## src/rtl/alu_exec.sv

```systemverilog
// EX-stage execution unit: registered single-cycle ALU ops plus optional 32-step shift-add multu
// into HI/LO. Define ALU_MULTU_EN to build the multiplier, HI/LO and the MUL state.
module alu_exec #(
  parameter int unsigned WIDTH = 32
) (
  input  logic             clk,
  input  logic             rst_n,
  input  logic             start,
  input  logic [5:0]       ALUOperation,
  input  logic [WIDTH-1:0] a,
  input  logic [WIDTH-1:0] b,
  input  logic [4:0]       shamt,
  output logic [WIDTH-1:0] result,
  output logic             zero,
  output logic             busy,
  output logic             done,
  output logic             illegal
);

  localparam logic [5:0] OpAdd  = 6'b100000;
  localparam logic [5:0] OpSub  = 6'b100010;
  localparam logic [5:0] OpAnd  = 6'b100100;
  localparam logic [5:0] OpOr   = 6'b100101;
  localparam logic [5:0] OpSlt  = 6'b101010;
  localparam logic [5:0] OpSll  = 6'b000000;
  localparam logic [5:0] OpMfhi = 6'b010000;
  localparam logic [5:0] OpMflo = 6'b010010;

  logic [WIDTH-1:0] result_q, result_d;
  logic             zero_q, zero_d;
  logic             done_q, done_d;
  logic             illegal_q, illegal_d;

  logic [WIDTH-1:0] hi_val, lo_val;
  logic [WIDTH-1:0] alu_res;
  logic             alu_ill;

  // Combinational result of the single-cycle op currently on the inputs.
  always_comb begin
    alu_res = '0;
    alu_ill = 1'b0;
    case (ALUOperation)
      OpAdd:   alu_res = a + b;
      OpSub:   alu_res = a - b;
      OpAnd:   alu_res = a & b;
      OpOr:    alu_res = a | b;
      OpSlt:   alu_res = {{(WIDTH-1){1'b0}}, ($signed(a) < $signed(b))};
      OpSll:   alu_res = b << shamt;
      OpMfhi:  alu_res = hi_val;
      OpMflo:  alu_res = lo_val;
      default: begin
        alu_res = '0;
        alu_ill = 1'b1;
      end
    endcase
  end

`ifdef ALU_MULTU_EN
  localparam logic [5:0]  OpMultu = 6'b011001;
  localparam int unsigned CntW    = $clog2(WIDTH);

  typedef enum logic [0:0] {StIdle, StMul} state_e;

  state_e           state_q, state_d;
  logic [WIDTH-1:0] hi_q, hi_d;
  logic [WIDTH-1:0] lo_q, lo_d;
  logic [WIDTH-1:0] mcand_q, mcand_d;
  logic [WIDTH-1:0] mplier_q, mplier_d;
  logic [WIDTH-1:0] acc_q, acc_d;
  logic [CntW-1:0]  cnt_q, cnt_d;
  logic [WIDTH:0]   mul_sum;

  assign hi_val = hi_q;
  assign lo_val = lo_q;
  assign busy   = (state_q == StMul);

  always_comb begin
    state_d   = state_q;
    result_d  = result_q;
    zero_d    = zero_q;
    illegal_d = illegal_q;
    done_d    = 1'b0;
    hi_d      = hi_q;
    lo_d      = lo_q;
    mcand_d   = mcand_q;
    mplier_d  = mplier_q;
    acc_d     = acc_q;
    cnt_d     = cnt_q;
    // Carry out of the add lands in bit WIDTH and is shifted back into the accumulator.
    mul_sum   = {1'b0, acc_q} + (mplier_q[0] ? {1'b0, mcand_q} : {(WIDTH+1){1'b0}});

    unique case (state_q)
      StIdle: begin
        if (start) begin
          if (ALUOperation == OpMultu) begin
            mcand_d  = a;
            mplier_d = b;
            acc_d    = '0;
            cnt_d    = '0;
            state_d  = StMul;
          end else begin
            result_d  = alu_res;
            zero_d    = (alu_res == '0);
            illegal_d = alu_ill;
            done_d    = 1'b1;
          end
        end
      end
      StMul: begin
        acc_d    = mul_sum[WIDTH:1];
        mplier_d = {mul_sum[0], mplier_q[WIDTH-1:1]};
        cnt_d    = cnt_q + 1'b1;
        if (cnt_q == CntW'(WIDTH - 1)) begin
          hi_d      = acc_d;
          lo_d      = mplier_d;
          result_d  = mplier_d;
          zero_d    = (mplier_d == '0);
          illegal_d = 1'b0;
          done_d    = 1'b1;
          state_d   = StIdle;
        end
      end
      default: state_d = StIdle;
    endcase
  end

  always_ff @(posedge clk) begin
    if (!rst_n) begin
      state_q  <= StIdle;
      hi_q     <= '0;
      lo_q     <= '0;
      mcand_q  <= '0;
      mplier_q <= '0;
      acc_q    <= '0;
      cnt_q    <= '0;
    end else begin
      state_q  <= state_d;
      hi_q     <= hi_d;
      lo_q     <= lo_d;
      mcand_q  <= mcand_d;
      mplier_q <= mplier_d;
      acc_q    <= acc_d;
      cnt_q    <= cnt_d;
    end
  end
`else
  // No multiplier: multu falls into the unsupported-code path, HI/LO read as zero.
  assign hi_val = '0;
  assign lo_val = '0;
  assign busy   = 1'b0;

  always_comb begin
    result_d  = result_q;
    zero_d    = zero_q;
    illegal_d = illegal_q;
    done_d    = 1'b0;
    if (start) begin
      result_d  = alu_res;
      zero_d    = (alu_res == '0);
      illegal_d = alu_ill;
      done_d    = 1'b1;
    end
  end
`endif

  always_ff @(posedge clk) begin
    if (!rst_n) begin
      result_q  <= '0;
      zero_q    <= 1'b1;
      done_q    <= 1'b0;
      illegal_q <= 1'b0;
    end else begin
      result_q  <= result_d;
      zero_q    <= zero_d;
      done_q    <= done_d;
      illegal_q <= illegal_d;
    end
  end

  assign result  = result_q;
  assign zero    = zero_q;
  assign done    = done_q;
  assign illegal = illegal_q;

  a_done_not_busy: assert property (@(posedge clk) disable iff (!rst_n) !(done && busy));
  a_illegal_zero:  assert property (@(posedge clk) disable iff (!rst_n)
                                    illegal |-> (result == '0));

endmodule

```

## config.mk

```make
export PLATFORM = sky130hd
export DESIGN_NAME = alu_exec
export DESIGN_NICKNAME = d
export VERILOG_FILES = /design/src/rtl/alu_exec.sv
export SDC_FILE = /design/constraint.sdc
export NUM_CORES = 1
export LEC_CHECK = 0
export ABC_AREA = 1
export BUFFER_PORTS_ARGS = -buffer_cell sky130_fd_sc_hd__buf_4
export CORE_UTILIZATION = 32
export CTS_CLUSTER_SIZE = 20
export DETAILED_ROUTE_END_ITERATION = 10
export HOLD_SLACK_MARGIN = 0.1
export SETUP_SLACK_MARGIN = 0.3
export SYNTH_ARGS = -nofsm -noshare
export SYNTH_HDL_FRONTEND = slang
export SYNTH_SLANG_ARGS = --single-unit
```

## constraint.sdc

```tcl
create_clock -name clk -period 6.15 [get_ports clk]
set_input_delay 0.9225 -clock clk [delete_from_list [all_inputs] [get_ports clk]]
set_output_delay 0.9225 -clock clk [all_outputs]
set_load 0.1 [all_outputs]
```

# Yosys cells after proc, flatten, opt, wreduce, memory -nomap -nowiden
# Cells that the tools add are included.
# classes
n_addsub	2
magnitude_cmp	1
eq_ne	7
shift	1
muxes	3
n_bitwise	2
n_reduce_logical	3
# op_table
operator	n
$pmux 32 s6	1
$add 32x32->32	1
$and 32x32->32	1
$logic_not 32->1	1
$lt 32x32->1	1
$or 32x32->32	1
$shl 32x5->32	1
$sub 32x32->32	1
$eq 6x6->1 const B	5
$eq 6x5->1 const B	2
$reduce_or 8->1	1
$logic_not 6->1	1
$mux 1	2
# totals
register_bits	35
inputBits	78
word_cells	23

# Depth between registers and ports, before layout
# Gate-level depths: netlist of the first run.
# depth
depth_word	3
depth_mapped	22
depth_no_buf	21

# Worst setup path after synthesis of the first run
# Ideal clock, no wire load.
# synth_path
kind	in2reg
startpoint	in a[0]
endpoint	reg zero_q, in the netlist zero
setup_time_ps	61
arrival_ps	2707
slack_ps	3381
path_stages	20
n_path_buf	0
path_cell_list	inv_1 ha_1 fa_1 inv_1 nand3_1 nand2_1 nand2_1 nand2_1 nand2_1 nand2_2 nand2_1 nand2_1 nand2_1 nand3_2 nand3_2 nor2_1 nand2_1 nor2_1 nand3_1 nand2_1
# synth_between
elab_chain_cells	3
elab_cells_between_ends	7
classes_between	add/sub (2); order compare (1); mux (1); bitwise (2); reduce/logical (1)
# synth_rtl
item	line_no	text
from (decl)	10	input logic [WIDTH-1:0] a,
$sub 32x32->32 (tied with other cells)	44	OpSub: alu_res = a - b;
$pmux 32 s6 (*)	42	case (ALUOperation)
$logic_not 32->1 (*)	159	zero_d = (alu_res == '0);
to (signal assigned)	174	zero_q <= zero_d;
to (decl)	30	logic zero_q, zero_d;
# Every way passes the cells marked *; elsewhere a longest branch is shown, timed or not.
# A chain may end at the register's enable or synchronous reset.

# Worst setup path after layout of the first run
# layout_path
startpoint	in shamt[3]
endpoint	reg zero_q, in the netlist zero
# layout_between
elab_chain_cells	3
# layout_rtl
item	line_no	text
from (decl)	12	input logic [4:0] shamt,
$shl 32x5->32	48	OpSll: alu_res = b << shamt;
$pmux 32 s6	42	
$logic_not 32->1	159	
# No other way between the ends.

==> results of run 1 <==
==> power groups by stage <==
stage	Sequential (mW)	Clock, mW	Combinational [mW]
final	0.247	0.260	0.854
after CTS	0.248	0.265	0.841
after global placement	0.252	0	0.837
after floorplan	0.343	0	0.504
after detailed placement	0.252	0	0.838
after global routing	0.249	0.275	0.939
==> per-layer routing <==
| metal | GRT usage | wire [um] | part of all wire |
|---|---|---|---|
| met5 | 0 | 0 | 0 |
| met4 | 0.07675 | 983 | 0.025 |
| met3 | 0.02647 | 3364 | 0.085 |
| met2 | 0.3971 | 17140 | 0.43 |
| met1 | 0.3746 | 18210 | 0.46 |
==> final timing paths <==
path,start,endpoint,slack (ps),cells past startpoint
worst min-delay path,result[2],result[2],470,2
worst min register to register,result[2],result[2],470,2
worst max register to register,result[22],result[22],5410,4
worst max-delay path,shamt[3],zero,2450,11
==> per-stage QoR <==
step / cell area (um2) / worst slack (ps) / instances / total power [mW] / hold slack (ps)
finish: 10580 / 2449 / 2246 / 1.361 / 473.3
CTS: 10580 / 2547 / 2246 / 1.353 / 476.3
global placement: 10420 / 2302 / 2238 / 1.089 / 464.7
global route: 10580 / 2358 / 2246 / 1.463 / 504.6
detailed placement: 10420 / 2264 / 2238 / 1.090 / 467.8
floorplan: 9490 / 3381 / 1811 / 0.8468 / 932.1
==> layout by cell type (no fill, tap or decap), types with 16 or more instances in the layout <==
cell type  instances
o21ai_0           54
nand2_2           21
o211ai_1          22
dfxtp_1           35
buf_4            114
nand4_1           20
a21oi_1           56
nand3_1          277
nor2_1           199
o22ai_1           16
ha_1              99
nand2_1          518
inv_1            298
==> area by class of cell <==
type                    count  area [um2]
repair buffers            114       855.8
multi-input cells        1388        7194
inverters                 317        1192
flip-flops and latches     35       700.7
fillers                  3340       18360
clock buffers               8       156.4
well taps                 384       480.5
==> flip-flops by register name, indices dropped and copies added (netlist names) <==
| name | count |
|---|---|
| result | 32 |
| done | 1 |
| illegal | 1 |
| zero | 1 |
==> kinds of logic after synthesis <==
kind of cell	after synthesis	synth area share
other cells	1	0.0003951
fa+ha+maj	101	0.1347
buf+inv	388	0.1689
simple gates	1094	0.5005
flops	35	0.07383
compound gates	192	0.1217
==> worst register-to-register path, cell delays in order, from the launching register on <==
cell and delay (ps):
dfxtp_1 340, nor2_1 50, nor2_1 130, o21ai_0 100
inv_1 80
==> flow_metrics.env, run 1 <==
export IMPL_track_usage=0.2581
export IMPL_insertedDiodeCount=0
export IMPL_grt_pass1_vias=10680
export IMPL_synth_seq_cells=35
export IMPL_grt_overflow=0
export IMPL_finalCritPeriodShare=0.6018
export IMPL_yosysTopAreaCell="nand2_1"
export IMPL_antenna_left=0
export IMPL_fin_crit_ps=3701
export IMPL_vias=11720
export IMPL_layout_area_overhead_vs_synth_pct=11.48
export IMPL_clock_path_buffers=2
export IMPL_synth_commonest_cells="nand2_1, inv_1, nand3_1"
export IMPL_crit_slowest_cell="clkinv_1"
export IMPL_finalHoldViolations=0
export IMPL_synth_top_cell_area_share=0.2049
export IMPL_cp_start_kind="primary input"
export IMPL_slowest_delay_ps=830
export IMPL_crit_top_cell="nand2_1"
export IMPL_crit_fanout=35
export IMPL_antenna_found_initial=0
export IMPL_synth_edf_count=0
export IMPL_status="completed"
export IMPL_postCtsSetupBuffers=0
export IMPL_ir_drop_mv=0.1241
export IMPL_grt_max_degree=50
export IMPL_syn_avg_cell_area_um2=5.240
export IMPL_die_x_um=174.2
export IMPL_power_leakage_nw=5.948
export IMPL_cts_tree="yes"
export IMPL_drive_gt1_frac=0.1085
export IMPL_syn_area_um2=9490
export IMPL_finalNetCount=2040
export IMPL_worstMarginPinSlew_ps=1083
export IMPL_power_density_nw_per_um2=128.6
export IMPL_cts_sinks=35
export IMPL_synth_most_common_cell="nand2_1"
export IMPL_synth_ff_type="dfxtp_1"
export IMPL_wl_mm=39.71
export IMPL_die_area_um2=30350
export IMPL_cts_resized=0
export IMPL_synth_top_cells_by_area="nand2_1, nand3_1, ha_1, inv_1, nor2_1"
export IMPL_synth_cells=1811
export IMPL_path_cells="buf_4, clkinv_1, nand3_1, o22ai_1, a211oi_1, nand2_1, inv_1, nand2_1, nor2_1, nand3_1, nand2_1"
export IMPL_clkPwrFrac=0.191
export IMPL_critPathCaptureType="flop"
export IMPL_min_path_type="reg -> reg"
export IMPL_syn_nets=1990
export IMPL_required_ps=6370
export IMPL_relSlewSlack=0.2770
export IMPL_post_route_util=0.3656
export IMPL_fmax_ghz=0.2702
export IMPL_cp_arrival_ps=3920
export IMPL_fin_setup_tns_ps=0
export IMPL_finalSetupViolations=0
export IMPL_core_um2=28940
export IMPL_drc=0
export IMPL_power_frac_comb=0.627
export IMPL_cts_root_buf="clkbuf_16"
export IMPL_wl_per_cell_um=17.68
export IMPL_rsz0062_at_grt="no"
export IMPL_grt_pass1_wl_mm=60.51
export IMPL_cts_clk_slew_worst_paths_ps=50
export IMPL_yosysSeqAreaShare=0.07383
export IMPL_critPathKind="in -> reg"
export IMPL_h_tree_depth=2
export IMPL_viasPerCell=5.220
export IMPL_drt_iter0_drc=1130
export IMPL_path_buf_inv=3
export IMPL_slew_viol_final=0
export IMPL_cpLargestDelayFamily="buffers and inverters"
export IMPL_io_pins=114
export IMPL_die_height_um=174.2
export IMPL_gp_congestion=0.9905
export IMPL_p_sw_mw=0.7075
export IMPL_fin_skew_ps=0
export IMPL_clock_latency_ps=270
export IMPL_initial_core_util=0.3280
export IMPL_timing_max_cap_violations=0
export IMPL_cts_buffers=5
export IMPL_synth_cell_types=46
export IMPL_pwr_share_seq=0.182
export IMPL_synth_warnings=0
export IMPL_port_buffers=112
export IMPL_synthArstFlopShare=0
export IMPL_cts_hold_buf=0
export IMPL_hpwl_mm=33.88
export IMPL_switching_share=0.5198
export IMPL_drt_pass1_iter_count=5
export IMPL_rows=62
export IMPL_p_int_mw=0.6536
Power figures use the tool's default switching activity.
==> run 2, diff against run 1 <==
Clock period 6.15 ns to 3.7 ns, I/O delays scaled along.
==> flow_metrics.env, run 2 (same netlist as run 1, synthesis figures left out) <==
export IMPL_status="completed"
export IMPL_cp_arrival_ps=3100
export IMPL_drive_gt1_frac=0.1142
export IMPL_finalCritPeriodShare=0.7781
export IMPL_critPathCaptureType="flop"
export IMPL_drt_iter0_drc=1219
export IMPL_r2r_slack_ps=2990
export IMPL_layout_commonest_cell="nand2_1"
export IMPL_io_pins=114
export IMPL_worstMarginPinSlew_ps=940.5
export IMPL_postCtsSetupBuffers=0
export IMPL_final_cell_mix="nand2_1, inv_1, nand3_1, nor2_1, buf_4"
export IMPL_die_x_um=174.2
export IMPL_initial_core_util=0.3280
export IMPL_relSlewSlack=0.3715
export IMPL_cp_start_kind="primary input"
export IMPL_cts_tree="yes"
export IMPL_reg2reg_to="result[23]"
export IMPL_crit_slowest_cell="ha_1"
export IMPL_antenna_found_initial=1
export IMPL_power_density_nw_per_um2=211.9
export IMPL_finalHoldViolations=0
export IMPL_core_um2=28940
export IMPL_path_depth=19
export IMPL_fin_crit_ps=2879
export IMPL_finalSetupViolations=0
export IMPL_required_ps=3920
export IMPL_antenna_left=0
export IMPL_slew_viol_final=0
export IMPL_cts_resized=0
export IMPL_crit_end="zero"
export IMPL_critPathKind="in -> reg"
export IMPL_critPathLaunch="b[2]"
export IMPL_timing_max_cap_violations=0
export IMPL_die_height_um=174.2
export IMPL_r2r_cells=4
export IMPL_drc=0
export IMPL_fin_skew_ps=0
export IMPL_fin_setup_tns_ps=0
export IMPL_insertedDiodeCount=0
export IMPL_die_area_um2=30350
export IMPL_fill_cells=3312
export IMPL_grt_pass1_vias=10980
export IMPL_crit_top_cell="nand2_1"
export IMPL_path_buf_inv=2
export IMPL_cts_root_buf="clkbuf_16"
export IMPL_rows=62
export IMPL_slowest_delay_ps=520
export IMPL_h_tree_depth=2
export IMPL_track_usage=0.2552
export IMPL_crit_fanout=10
export IMPL_gp_congestion=1.007
export IMPL_grt_pass1_wl_mm=60.53
export IMPL_cts_sinks=35
export IMPL_wl_per_cell_um=17.39
export IMPL_grt_max_degree=50
export IMPL_cts_clk_slew_worst_paths_ps=50
export IMPL_path_cells="buf_4, inv_1, ha_1, nand3_1, nand2_1, nand2_1, nand2_1, nand2_1, nand2_1, nand2_1, nand3_1, nand2_1, nor2_1, nand3_1, nor2_1, nand2_1, nor2_1, nand3_1, nand2_1"
export IMPL_fmax_ghz=0.3474
export IMPL_vias=11780
export IMPL_port_buffers=112
export IMPL_hpwl_mm=33.26
export IMPL_layout_area_overhead_vs_synth_pct=12.38
export IMPL_wl_mm=39.26
export IMPL_stdcell_count=2258
export IMPL_cts_buffers=5
export IMPL_largest_reg_flops=32
export IMPL_cts_hold_buf=0
export IMPL_reg2reg_from="result[23]"
export IMPL_drt_pass1_iter_count=6
export IMPL_clock_path_buffers=2
export IMPL_finalNetCount=2052
export IMPL_clock_latency_ps=270
export IMPL_cpLargestDelayFamily="simple AND/OR/NAND/NOR gates"
export IMPL_min_path_type="reg -> reg"
export IMPL_grt_overflow=0
export IMPL_rsz0062_at_grt="no"
export IMPL_placedCellCount=2250
export IMPL_ir_drop_mv=0.1733
export IMPL_viasPerCell=5.217
export IMPL_power_leakage_nw=6.005
export IMPL_post_route_util=0.3686
-- run 2: cell count changes in the layout (fill, tap and decap cells not counted), sizes merged --
cell and delta:
buf +12
-- run 2: worst min path at each step --
stage | startpoint | endpoint | slack, ps | depth (start not counted)
after floorplan | rst_n | done | 670 | 2
after global placement | result[30] | result[30] | 460 | 2
after detailed placement | result[2] | result[2] | 470 | 2
after CTS | result[2] | result[2] | 480 | 2
after global routing | result[30] | result[30] | 500 | 2
final | result[2] | result[2] | 480 | 2
-- run 2: layer usage --
| metal | routed length (um) | share of wire | vias up | track usage |
|---|---|---|---|---|
| li1 | - | - | 5852 | - |
| met1 | 18430 | 0.47 | 5428 | 0.3689 |
| met2 | 17120 | 0.44 | 444 | 0.4042 |
| met3 | 2760 | 0.070 | 53 | 0.01794 |
| met4 | 938 | 0.024 | 2 | 0.06835 |
| met5 | 13 | 0.00033 | - | 0 |
-- run 2: stage by stage --
stage               area (um2)  hold WS (ps)  setup slack, ps  power, mW
floorplan                 9490         671.1             1299      1.408
global placement         10510         461.8            515.6      1.803
detailed placement       10510         467.2            598.6      1.813
CTS                      10670         475.8            861.7      2.248
global route             10670         496.2            557.1      2.431
finish                   10670         475.3            821.2      2.260
-- run 2: layout make-up --
type | count | area (um2) | area share
multi-input combinational | 1388 | 7189 | 0.6741
inverter | 317 | 1192 | 0.1118
timing repair buffer | 126 | 945.9 | 0.08869
sequential | 35 | 700.7 | 0.06570
tap | 384 | 480.5 | 0.04505
clock buffer | 8 | 156.4 | 0.01466
-- run 2: worst register-to-register path, cell delays in order, from the launching register on --
cell and delay (ps):
dfxtp_1 320, nor2_1 90, nor2_1 50, o21ai_0 90
inv_1 50
-- run 2: where the power goes --
| group | switching, mW | internal (mW) |
|---|---|---|
| clock network | 0.144 | 0.286 |
| registers | 0.0124 | 0.399 |
| logic | 1.01 | 0.406 |
==> run 3, diff against run 2 <==
Clock period 3.7 ns to 2.5 ns, I/O delays scaled along.
==> flow_metrics.env, run 3 (same netlist as run 1, synthesis figures left out) <==
export IMPL_antenna_found_initial=0
export IMPL_r2r_slack_ps=1790
export IMPL_relSlewSlack=0.6490
export IMPL_power_leakage_nw=7.768
export IMPL_grt_overflow=0
export IMPL_status="completed"
export IMPL_drt_pass1_iter_count=5
export IMPL_critPathKind="in -> reg"
export IMPL_grt_max_degree=50
export IMPL_slew_viol_final=0
export IMPL_power_density_nw_per_um2=289.6
export IMPL_path_cells="buf_4, inv_2, ha_4, nand2_1, inv_2, buf_4, nand2_2, buf_4, inv_1, nand2_2, nand2_2, nand2_2, nand2_1, nand2_1, nand3_1, nand2_1, nor2_2, buf_4, nand3_1, nor2_1, nand3_1, nand2_1"
export IMPL_grt_pass1_vias=12200
export IMPL_die_area_um2=30350
export IMPL_cts_hold_buf=0
export IMPL_vias=13030
export IMPL_insertedDiodeCount=0
export IMPL_die_x_um=174.2
export IMPL_post_route_util=0.5035
export IMPL_cp_arrival_ps=2450
export IMPL_wl_mm=43.93
export IMPL_cts_tree="yes"
export IMPL_cts_buffers=5
export IMPL_finalHoldViolations=0
export IMPL_ir_drop_mv=0.2296
export IMPL_track_usage=0.2835
export IMPL_drc=0
export IMPL_finalCritPeriodShare=0.8914
export IMPL_die_height_um=174.2
export IMPL_gp_congestion=1.025
export IMPL_finalSetupViolations=0
export IMPL_cts_root_buf="clkbuf_16"
export IMPL_wl_per_cell_um=17.08
export IMPL_reg2reg_from="result[21]"
export IMPL_postLayoutCellArea_um2=14570
export IMPL_crit_top_cell="nand2_1"
export IMPL_slowest_delay_ps=320
export IMPL_grt_pass1_wl_mm=67.01
export IMPL_place_area_um2=12760
export IMPL_worstHoldStart="ALUOperation[5]"
export IMPL_initial_core_util=0.3280
export IMPL_fin_skew_ps=0
export IMPL_holdPathStages=3
export IMPL_final_cell_mix="nand2_1, buf_4, inv_1, nand3_1, nor2_1"
export IMPL_r2r_cells=4
export IMPL_port_buffers=112
export IMPL_path_buf_inv=7
export IMPL_clock_latency_ps=280
export IMPL_layout_commonest_cell="nand2_1"
export IMPL_fin_crit_ps=2229
export IMPL_core_um2=28940
export IMPL_min_path_type="in -> reg"
export IMPL_fmax_ghz=0.4487
export IMPL_io_pins=114
export IMPL_hpwl_mm=37.27
export IMPL_viasPerCell=5.067
export IMPL_drive_gt1_frac=0.3725
export IMPL_crit_fanout=7
export IMPL_required_ps=2720
export IMPL_crit_slowest_cell="ha_4"
export IMPL_worstMarginPinSlew_ps=523.3
export IMPL_holdPathEnd="illegal"
export IMPL_cts_clk_slew_worst_paths_ps=50
export IMPL_reg2reg_to="result[21]"
export IMPL_timing_max_cap_violations=0
export IMPL_h_tree_depth=2
export IMPL_cp_start_kind="primary input"
export IMPL_rsz0062_at_grt="yes"
export IMPL_finalNetCount=2366
export IMPL_critPathCaptureType="flop"
export IMPL_cpLargestDelayFamily="simple AND/OR/NAND/NOR gates"
export IMPL_largest_reg_flops=32
export IMPL_drt_iter0_drc=938
export IMPL_clock_path_buffers=2
export IMPL_rows=62
export IMPL_antenna_left=0
export IMPL_layout_area_overhead_vs_synth_pct=53.51
export IMPL_cts_sinks=35
## run 3: metrics by stage
step | hold slack (ps) | instances | setup WS [ps] | power, mW | TNS, ps
floorplan | 491.1 | 1811 | 326.8 | 2.083 | 0
global placement | 463.6 | 2535 | -339.8 | 3.165 | -2655
detailed placement | 469.9 | 2535 | -327.7 | 3.178 | -2884
CTS | 451.1 | 2557 | 267.2 | 3.940 | 0
global route | 473.9 | 2572 | 115.0 | 4.482 | 0
finish | 450.7 | 2572 | 271.4 | 4.219 | 0
## run 3: how the worst max path moves through the flow
stage	cells after the start	slack, ps	from	endpoint
after floorplan	20	330	a[0]	zero
after global routing	20	110	a[0]	zero
after CTS	21	270	a[0]	zero
after detailed placement	15	-330	a[17]	result[22]
after global placement	19	-340	b[2]	zero
final	22	270	a[10]	zero
## run 3: what timing repair did
| item | 4_1_cts | 5_1_grt |
|---|---|---|
| gates cloned | 0 | 0 |
| setup buffers | 14 | 15 |
| endpoints found under the setup margin | 20 | 25 |
| gates resized for setup | 162 | 253 |
| pin swaps | 30 | 87 |
## run 3: area by class of cell
type,count,area [um2]
Clock buffer,7,132.6
Clock inverter,1,5.005
Fill cell,2992,14370
Inverter,317,1224
Multi-Input combinational cell,1388,8502
Sequential cell,35,700.7
Tap cell,384,480.5
Timing Repair Buffer,440,3525
## run 3: layer usage
layer	wire length (um)	global-route usage	up-vias
met5	0	0	-
met3	2676	0.01684	52
met1	20560	0.4064	6031
met2	19650	0.4573	466
met4	1040	0.07237	0
li1	-	-	6483
## run 3: worst register-to-register path, delay by kind of cell, from the launching register on
| kind | cells | cell delay, ps |
|---|---|---|
| AOI/OAI and AO/OA | 1 | 90 |
| and+or+nand+nor | 2 | 130 |
| buffers and inverters | 1 | 70 |
| DFF | 1 | 320 |
## run 3: power breakdown
group / leakage [nW] / internal, mW / switching [mW]
clock network: 0.0679 / 0.367 / 0.218
registers: 0.289 / 0.591 / 0.0172
logic: 7.41 / 1.19 / 1.83
total: 7.77 / 2.15 / 2.07
